File: src/rtl/div_ctrl_pkg.sv
// Shared definitions for the M-extension divide controller:
// func3 encodings, FSM state type, overflow constants and result selection.
package div_ctrl_pkg;

    localparam logic [2:0] FUNC3_DIV  = 3'b100;
    localparam logic [2:0] FUNC3_DIVU = 3'b101;
    localparam logic [2:0] FUNC3_REM  = 3'b110;
    localparam logic [2:0] FUNC3_REMU = 3'b111;

    localparam logic [31:0] OVF_DIVIDEND = 32'h8000_0000;
    localparam logic [31:0] ALL_ONES     = 32'hFFFF_FFFF;

    typedef enum logic [2:0] {
        IDLE      = 3'd0,
        ISSUE     = 3'd1,
        WAIT_BUSY = 3'd2,
        WAIT_DONE = 3'd3,
        WB        = 3'd4
    } div_state_t;

    // func3[1] distinguishes REM/REMU (remainder) from DIV/DIVU (quotient)
    function automatic logic [31:0] pick_result(input logic [2:0]  f3,
                                                input logic [31:0] quot,
                                                input logic [31:0] rem);
        logic [31:0] res;
        if (f3[1]) begin
            res = rem;
        end else begin
            res = quot;
        end
        return res;
    endfunction

endpackage

File: src/rtl/div_ctrl.sv
// Sequencer between the EX stage and an external iterative divider: fast paths for
// divide-by-zero, signed overflow and a one-entry result cache, plus busy/done timeouts.
module div_ctrl
    import div_ctrl_pkg::*;
#(
    parameter int BUSY_WAIT_MAX = 4,
    parameter int DONE_WAIT_MAX = 64
) (
    input  logic        clk,
    input  logic        rst,
    input  logic        req_valid,
    input  logic [2:0]  func3,
    input  logic [31:0] op1,
    input  logic [31:0] op2,
    input  logic [4:0]  rd_addr,
    input  logic        flush,
    output logic        hold_req,
    output logic        wb_we,
    output logic [4:0]  wb_addr,
    output logic [31:0] wb_data,
    output logic        div_err,
    output logic        div_en,
    output logic [31:0] div_op1,
    output logic [31:0] div_op2,
    output logic [2:0]  div_func3,
    input  logic        div_busy,
    input  logic [31:0] div_quot,
    input  logic [31:0] div_rem
);

    localparam int CNT_MAX = (DONE_WAIT_MAX > BUSY_WAIT_MAX) ? DONE_WAIT_MAX : BUSY_WAIT_MAX;
    localparam int CNT_W   = $clog2(CNT_MAX + 1);
    localparam logic [CNT_W-1:0] BUSY_LAST = CNT_W'(BUSY_WAIT_MAX - 1);
    localparam logic [CNT_W-1:0] DONE_LAST = CNT_W'(DONE_WAIT_MAX - 1);

    div_state_t       state_r, state_s;
    logic [CNT_W-1:0] cnt_r, cnt_s;
    logic [4:0]       rd_addr_r;

    logic        cache_valid_r;
    logic [31:0] cache_op1_r, cache_op2_r, cache_quot_r, cache_rem_r;
    logic        cache_unsigned_r;

    logic        take_s, zero_s, ovf_s, hit_s, fast_s, waiting_s;
    logic [31:0] fast_quot_s, fast_rem_s;
    logic        div_en_s, wb_we_s, div_err_s, cache_wr_s, cache_inv_s;
    logic [4:0]  wb_addr_s;
    logic [31:0] wb_data_s;

    // Fast-path detection works on the live request so the result is ready in one cycle
    assign take_s    = (state_r == IDLE) && req_valid && !flush;
    assign zero_s    = (op2 == 32'h0000_0000);
    assign ovf_s     = !func3[0] && (op1 == OVF_DIVIDEND) && (op2 == ALL_ONES);
    assign hit_s     = cache_valid_r && (op1 == cache_op1_r) && (op2 == cache_op2_r)
                       && (func3[0] == cache_unsigned_r);
    assign fast_s    = zero_s || ovf_s || hit_s;
    assign waiting_s = (state_r == ISSUE) || (state_r == WAIT_BUSY) || (state_r == WAIT_DONE);

    // Stall is combinational so the pipeline freezes in the request cycle; forced low in reset
    assign hold_req  = rst && (waiting_s || ((state_r == IDLE) && req_valid && !flush));

    // Fast-path result: divide-by-zero first, then signed overflow, then cached entry
    always_comb begin
        fast_quot_s = cache_quot_r;
        fast_rem_s  = cache_rem_r;
        if (zero_s) begin
            fast_quot_s = ALL_ONES;
            fast_rem_s  = op1;
        end else if (ovf_s) begin
            fast_quot_s = OVF_DIVIDEND;
            fast_rem_s  = 32'h0000_0000;
        end else begin
            fast_quot_s = cache_quot_r;
            fast_rem_s  = cache_rem_r;
        end
    end

    // Next-state and next-output decode; write-back outputs are registered on entry to WB
    always_comb begin
        state_s     = state_r;
        cnt_s       = cnt_r;
        div_en_s    = 1'b0;
        wb_we_s     = 1'b0;
        wb_addr_s   = 5'd0;
        wb_data_s   = 32'h0000_0000;
        div_err_s   = 1'b0;
        cache_wr_s  = 1'b0;
        cache_inv_s = 1'b0;
        if (flush) begin
            state_s     = IDLE;
            cnt_s       = '0;
            cache_inv_s = (state_r == WAIT_BUSY) || (state_r == WAIT_DONE);
        end else begin
            case (state_r)
                IDLE: begin
                    if (req_valid && fast_s) begin
                        state_s   = WB;
                        wb_we_s   = (rd_addr != 5'd0);
                        wb_addr_s = rd_addr;
                        wb_data_s = pick_result(func3, fast_quot_s, fast_rem_s);
                    end else if (req_valid) begin
                        state_s  = ISSUE;
                        div_en_s = 1'b1;
                    end else begin
                        state_s = IDLE;
                    end
                end
                ISSUE: begin
                    state_s = WAIT_BUSY;
                    cnt_s   = '0;
                end
                WAIT_BUSY: begin
                    if (div_busy) begin
                        state_s = WAIT_DONE;
                        cnt_s   = '0;
                    end else if (cnt_r == BUSY_LAST) begin
                        state_s     = WB;
                        cnt_s       = '0;
                        wb_we_s     = (rd_addr_r != 5'd0);
                        wb_addr_s   = rd_addr_r;
                        div_err_s   = 1'b1;
                        cache_inv_s = 1'b1;
                    end else begin
                        cnt_s = cnt_r + CNT_W'(1);
                    end
                end
                WAIT_DONE: begin
                    if (!div_busy) begin
                        state_s    = WB;
                        cnt_s      = '0;
                        wb_we_s    = (rd_addr_r != 5'd0);
                        wb_addr_s  = rd_addr_r;
                        wb_data_s  = pick_result(div_func3, div_quot, div_rem);
                        cache_wr_s = 1'b1;
                    end else if (cnt_r == DONE_LAST) begin
                        state_s     = WB;
                        cnt_s       = '0;
                        wb_we_s     = (rd_addr_r != 5'd0);
                        wb_addr_s   = rd_addr_r;
                        div_err_s   = 1'b1;
                        cache_inv_s = 1'b1;
                    end else begin
                        cnt_s = cnt_r + CNT_W'(1);
                    end
                end
                WB: begin
                    state_s = IDLE;
                end
                default: begin
                    state_s = IDLE;
                    cnt_s   = '0;
                end
            endcase
        end
    end

    // State, timeout counter and registered control/write-back outputs
    always_ff @(posedge clk or negedge rst) begin
        if (!rst) begin
            state_r <= IDLE;
            cnt_r   <= '0;
            div_en  <= 1'b0;
            wb_we   <= 1'b0;
            wb_addr <= 5'd0;
            wb_data <= 32'h0000_0000;
            div_err <= 1'b0;
        end else begin
            state_r <= state_s;
            cnt_r   <= cnt_s;
            div_en  <= div_en_s;
            wb_we   <= wb_we_s;
            wb_addr <= wb_addr_s;
            wb_data <= wb_data_s;
            div_err <= div_err_s;
        end
    end

    // Request capture; these registers double as the divider operand outputs
    always_ff @(posedge clk or negedge rst) begin
        if (!rst) begin
            div_op1   <= 32'h0000_0000;
            div_op2   <= 32'h0000_0000;
            div_func3 <= 3'b000;
            rd_addr_r <= 5'd0;
        end else if (take_s) begin
            div_op1   <= op1;
            div_op2   <= op2;
            div_func3 <= func3;
            rd_addr_r <= rd_addr;
        end
    end

    // One-entry result cache; invalidation wins over a same-cycle write
    always_ff @(posedge clk or negedge rst) begin
        if (!rst) begin
            cache_valid_r    <= 1'b0;
            cache_op1_r      <= 32'h0000_0000;
            cache_op2_r      <= 32'h0000_0000;
            cache_unsigned_r <= 1'b0;
            cache_quot_r     <= 32'h0000_0000;
            cache_rem_r      <= 32'h0000_0000;
        end else if (cache_inv_s) begin
            cache_valid_r <= 1'b0;
        end else if (cache_wr_s) begin
            cache_valid_r    <= 1'b1;
            cache_op1_r      <= div_op1;
            cache_op2_r      <= div_op2;
            cache_unsigned_r <= div_func3[0];
            cache_quot_r     <= div_quot;
            cache_rem_r      <= div_rem;
        end
    end

endmodule

File: config.mk
export PLATFORM = sky130hd
export DESIGN_NAME = div_ctrl
export DESIGN_NICKNAME = d
export VERILOG_FILES = /design/src/rtl/div_ctrl_pkg.sv /design/src/rtl/div_ctrl.sv
export SDC_FILE = /design/constraint.sdc
export NUM_CORES = 1
export LEC_CHECK = 0
export CAP_MARGIN = 15
export CORE_MARGIN = 2
export CORE_UTILIZATION = 47
export DETAILED_ROUTE_END_ITERATION = 10
export PLACE_DENSITY = 0.82
export SYNTH_ARGS = -nofsm -noshare
export SYNTH_HDL_FRONTEND = slang
export SYNTH_SLANG_ARGS = --single-unit
File: constraint.sdc
create_clock -name clk -period 2.32 [get_ports clk]
set_input_delay 0.464 -clock clk [delete_from_list [all_inputs] [get_ports clk]]
set_output_delay 0.464 -clock clk [all_outputs]
set_load 0.01 [all_outputs]
### Word level (Yosys, flattened, before mapping)

Cells that the tools add are included.

* bits in latches: 0
* memory bits (writable): 0
* bits in read-only memories: 0
* memories kept: 0
* register bits after elaboration: 252
* output and inout port bits: 108
* input port bits: 141
* logic and storage cells: 112

* shift-type cells: 0
* multiplexer cells: 54
* $mul: 0
* eq/ne operators: 14
* divide/modulo/power cells: 0
* add/subtract/negate cells: 1
* bitwise gates (word level): 1
* $lt $le $gt $ge: 0
* reduce and logical (&&, ||, !) cells: 25

Operators with widths (number)
* $mux W32: 9
* $eq A32 B32 Y1: 2
* $eq A32 B32 Y1 const B: 2
* $pmux W32 S2: 1
* $mux W7: 5
* $logic_not A32 Y1: 1
* $mux W5: 6
* $mux W1: 22
* $pmux W7 S3: 1
* $mux W3: 6
* $pmux W5 S3: 1
* $pmux W3 S4: 1
* $reduce_bool A5 Y1: 2
* $logic_and A1 B1 Y1: 9
* $ne A4 B3 Y1 const B: 2
* $add A7 B1 Y7 const B: 1
* $eq A7 B2 Y1 const B: 1
* $eq A7 B6 Y1 const B: 1
* $eq A3 B2 Y1 const B: 2
* $logic_or A1 B1 Y1: 6
* $reduce_and A2 Y1: 2
* $eq A3 B1 Y1 const B: 1
* $eq A3 B3 Y1 const B: 1
* $logic_not A3 Y1: 1
* other kinds (8): 9

### Logic depth before layout (Yosys ltp)

* depth in word-level cells: 9
* depth in mapped cells: 9
* mapped depth without buffers: 7

### Worst setup path after synthesis

OpenSTA, ideal clock, no wires.

* path kind: input -> register
* start point: input op1[23]
* end point: register wb_data[23]
* setup slack: -0.178 ns
* stages: 7
* required time: 2.200 ns
* buffers on the path: 1
* arrival: 2.378 ns
* path through: or4b_1 -> nor4_2 -> a31oi_2 -> buf_6 -> o32a_1 -> a311o_1 -> o211a_1

* cells in the longest elaborated chain, start to end: 9
* elaborated cells between the ends (all ways): 18
* those cells by class: eq/ne (2); mux (8); reduce/logical (8)

Ends and longest elaborated chain
* start: declaration: line div_ctrl.sv:13 `input logic [31:0] op1,`
* $eq A32 B32 Y1, on equally long branches: line div_ctrl.sv:53, div_ctrl.sv:54
* $logic_and A1 B1 Y1, on equally long branches (2 in a row): line div_ctrl.sv:53, div_ctrl.sv:54
* $mux W32, or another cell as far along: line div_ctrl.sv:69 `end else if (ovf_s) begin`
* $mux W32 or $logic_or A1 B1 Y1 (tied branches): line div_ctrl.sv:66, div_ctrl.sv:56
* $mux W32 or $logic_and A1 B1 Y1 (tied branches): line div_ctrl_pkg.sv:26, div_ctrl.sv:96
* $mux W32 (*): line div_ctrl.sv:96 `if (req_valid && fast_s) begin`
* $pmux W32 S2 (*): line div_ctrl.sv:94 `case (state_r)`
* $mux W32 (*): line div_ctrl.sv:89 `if (flush) begin`
* via wb_data_s[23]: line div_ctrl.sv:48 `logic [31:0] wb_data_s;`
* end signal: assignment: line div_ctrl.sv:173 `wb_data <= wb_data_s;`
* end: declaration: line div_ctrl.sv:20 `output logic [31:0] wb_data,`

The timed path passes the listed nets; every way through them passes the cells marked *.
A chain may end at the register's enable or synchronous reset.

### Worst setup path after layout

* start point: input op1[23]
* end point: register wb_data[25]

Same word-level chain as after synthesis.

==> run_results.csv <==
group,metric,value,unit
status,status,"complete, but fails checks",
status,violations,"hold timing, setup timing",
floorplan,fp-row-count,59,
cts,clk_pin_slew,60,ps
sta,drv_slew,0,
synthesis,syn-instance-count,965,
layout,nNetsFinal,1485,
floorplan,die_h,165,um
global_route,grt_pass1_vias,10400,
sta,hold_viol,10,
synthesis,yosys.area.top_type,"dfrtp_1",
sta,finalSetupViolCount,5,
power,power_density,819,nW/um2
floorplan,initial_utilization,47.3,%
floorplan,ios,249,
synthesis,yosys-top-cells-area,"dfrtp_1 (52%), mux2_1 (12%), mux2_2 (6.6%), xnor2_1 (4.1%), mux2i_1 (2.6%)",
synthesis,synth_seq_cells,252,
layout,final_cells,1693,
worst_setup_path,r2r_start,"cache_op1_r[27]",
route,drc,0,
sta,holdWs,-41.7,ps
sta,rsz0062_at_grt,"true",
worst_setup_path,critPathKind,"input port to register",
layout,drive_gt1_share,25.1,%
sta,period_share,101,%
synthesis,syn-mean-instance-area,12.7,um2
synthesis,yosysSeqAreaShare,51.6,%
worst_setup_path,cp.arrival,2750,ps
worst_setup_path,max_stage_delay,560,ps
floorplan,dieArea,27300,um2
cts,clockBufferDepth,3,
route,routed_wl,39300,um
worst_setup_path,worstSetupStartpoint,"op1[23]",
worst_setup_path,critPathMaxFanout,8,
power,cellLeakagePower,8.51,nW
sta,clock.fmax,0.428,GHz
route,vias,10000,
global_route,grt_max_degree,128,
synthesis,synth_fp_nets,1107,
cts,cts.sinks,252,
worst_setup_path,crit_required,2740,ps
layout,syn_to_final_growth,43.5,%
sta,relSlewSlack,49.7,%
cts,root_buffer,"clkbuf_16",
worst_setup_path,path_cells,"clkbuf_2 > or4b_4 > nor4_4 > buf_4 > a31oi_4 > buf_12 > o32a_1 > a311o_1 > o211a_1",
route,wl_per_cell,23.2,um
synthesis,ys_warn_count,0,
cts,ctsHtreeMaxLevel,1,
sta,worst_slew_pin_slew,754,ps
placed_design,place_inst,1640,
global_route,grt_first_pass_wirelength,59000,um
sta,skew,10.3,ps
layout,finish.instance_area,17600,um2
synthesis,synthFlopType,"dfrtp_1",
worst_setup_path,crit_path_start_kind,"input port",
synthesis,syn_area,12200,um2
cts,cts_made_buffers,26,
floorplan,die_w,165,um
synthesis,synthArstFlopShare,100,%
global_route,grt.total_usage,28.2,%
synthesis,synth_edf_count,0,
route,viasPerCell,5.92,
placed_design,dp_hpwl,27700,um
cts,clock_latency,540,ps
worst_setup_path,cpMaxStageDelayCell,"or4b_4",
sta,fin_ws,-17.4,ps
flow_run,drv_cap,0,
floorplan,core_area,25800,um2
worst_setup_path,cp-end-kind,"register",
global_route,antenna_found_initial,0,
route,dr.pass1.iters,5,
route,antenna_left,0,
hold_path,worstHoldPathType,"input port to asynchronous set/reset pin",
power,vdd_drop_max,0.559,mV
synthesis,synth_top_area_share,51.6,%
global_route,grt-ovfl-total,0,
sta,period_minus_slack,2340,ps
synthesis,ys_types,62,
placed_design,post_dp_cell_area,16300,um2
placed_design,globalplace.congestion,0.886,
cts,cts_tree,"done",
route,drtIter0Drc,680,
placed_design,io_buffers,248,
[layout make-up]
type | count | area, um2
repair buffers | 414 | 4020
inverters | 7 | 26.3
fillers | 1838 | 8290
multi-input cells | 642 | 5930
diodes | 1 | 2.50
clock inverters | 6 | 82.6
flip-flops and latches | 252 | 6310
well taps | 335 | 419
clock buffers | 36 | 759
[report_power, final]
group          switching [mW]  total [mW]  internal, mW  leakage, nW
logic                    1.67        4.09          2.41         4.82
clock network            1.71        4.19          2.48        0.414
registers               0.772        6.10          5.33         3.28
[kinds of logic after synthesis]
family / after synthesis / synth area share, %
compound gates: 137 / 10.5
mux: 233 / 21.1
buf+inv: 71 / 2.71
simple gates: 214 / 9.94
xor+xnor: 57 / 4.08
flops: 252 / 51.6
fa+ha+maj: 1 / 0.102
[what timing repair did]
item | 4_1_cts | 5_1_grt
endpoints found under the setup margin | 42 | 40
pin swaps | 15 | 72
endpoints found under the hold margin | 0 | 0
cloned | 2 | 3
gates resized for setup | 71 | 71
setup buffers | 2 | 5
hold buffers | 0 | 0
[flip-flops by register name, summed over array words and instances, names as in the netlist, 3 cells and up]
register / cells
rd_addr_r: 5
state_r: 3
div_func3: 3
cache_quot_r: 32
cnt_r: 7
div_op2: 32
cache_op2_r: 32
wb_data: 32
wb_addr: 5
cache_op1_r: 32
cache_rem_r: 32
div_op1: 32
[layer usage]
layer | up-vias | wire (um) | GRT usage [%] | share of wire [%]
met2 | 457 | 19000 | 47.3 | 48
met3 | 78 | 2980 | 4.75 | 7.6
met4 | 0 | 1160 | 7.99 | 2.9
li1 | 4420 | - | - | -
met1 | 5074 | 16200 | 37.8 | 41
met5 | - | 0 | 0 | 0
[worst paths after layout]
kind	depth (start not counted)	to	slack, ps
worst max register to register	9	wb_data[25]	60
worst min register to register	1	cache_rem_r[27]	490
max in group asynchronous	2	div_func3[1]	1720
worst max-delay path	9	wb_data[25]	-20
worst min-delay path	2	cnt_r[0]	-40
min in group clk	3	div_op1[10]	300
[placed cells by master, fill, tap and decap left out, drive strengths merged, types with 2 or more instances in the layout]
master / count
nor2b: 2
buf: 169
o21a: 3
xnor2: 57
dlygate4sd2: 22
o211a: 32
a21boi: 2
or4: 2
dlymetal6s2s: 16
and3: 34
mux2: 201
a311o: 31
nand3: 11
nor4b: 2
o21bai: 2
a21oi: 6
a2111oi: 2
and4: 2
inv: 7
clkinv: 3
nand2: 12
clkdlybuf4s50: 197
bufinv: 2
nand4: 39
nand4b: 2
mux2i: 32
a31oi: 3
a32o: 6
a22o: 4
o32a: 31
a211oi: 2
nand2b: 24
nor2: 46
clkdlybuf4s15: 2
dfrtp: 252
clkbuf: 44
nor3: 12
o21ai: 3
nor4: 19
[worst max-delay path: cells and delay by family]
kind | cells | cell delay, ps
buf+inv | 3 | 500
compound gates | 4 | 940
simple gates | 2 | 850
[synth_stat cells (24+ instances only)]
cell type	instances
a311o_1	31
and3_1	34
clkbuf_1	34
dfrtp_1	252
mux2_1	129
mux2_2	72
mux2i_1	32
nand2b_1	24
nand4_1	39
nor2_1	46
o211a_1	32
o32a_1	31
xnor2_1	57
[stage by stage]
stage	setup slack, ps	setup TNS, ps	power [mW]	utilization [%]
finish	-17.4	-44.7	14.4	67.9
global route	-72.0	-1270	15.0	67.9
CTS	-82.9	-1190	14.3	66.8
detailed placement	-891	-34650	10.1	62.9
global placement	-825	-32610	9.93	62.9
floorplan	-140	-4200	7.74	-
(Power assumes the default switching activity.)
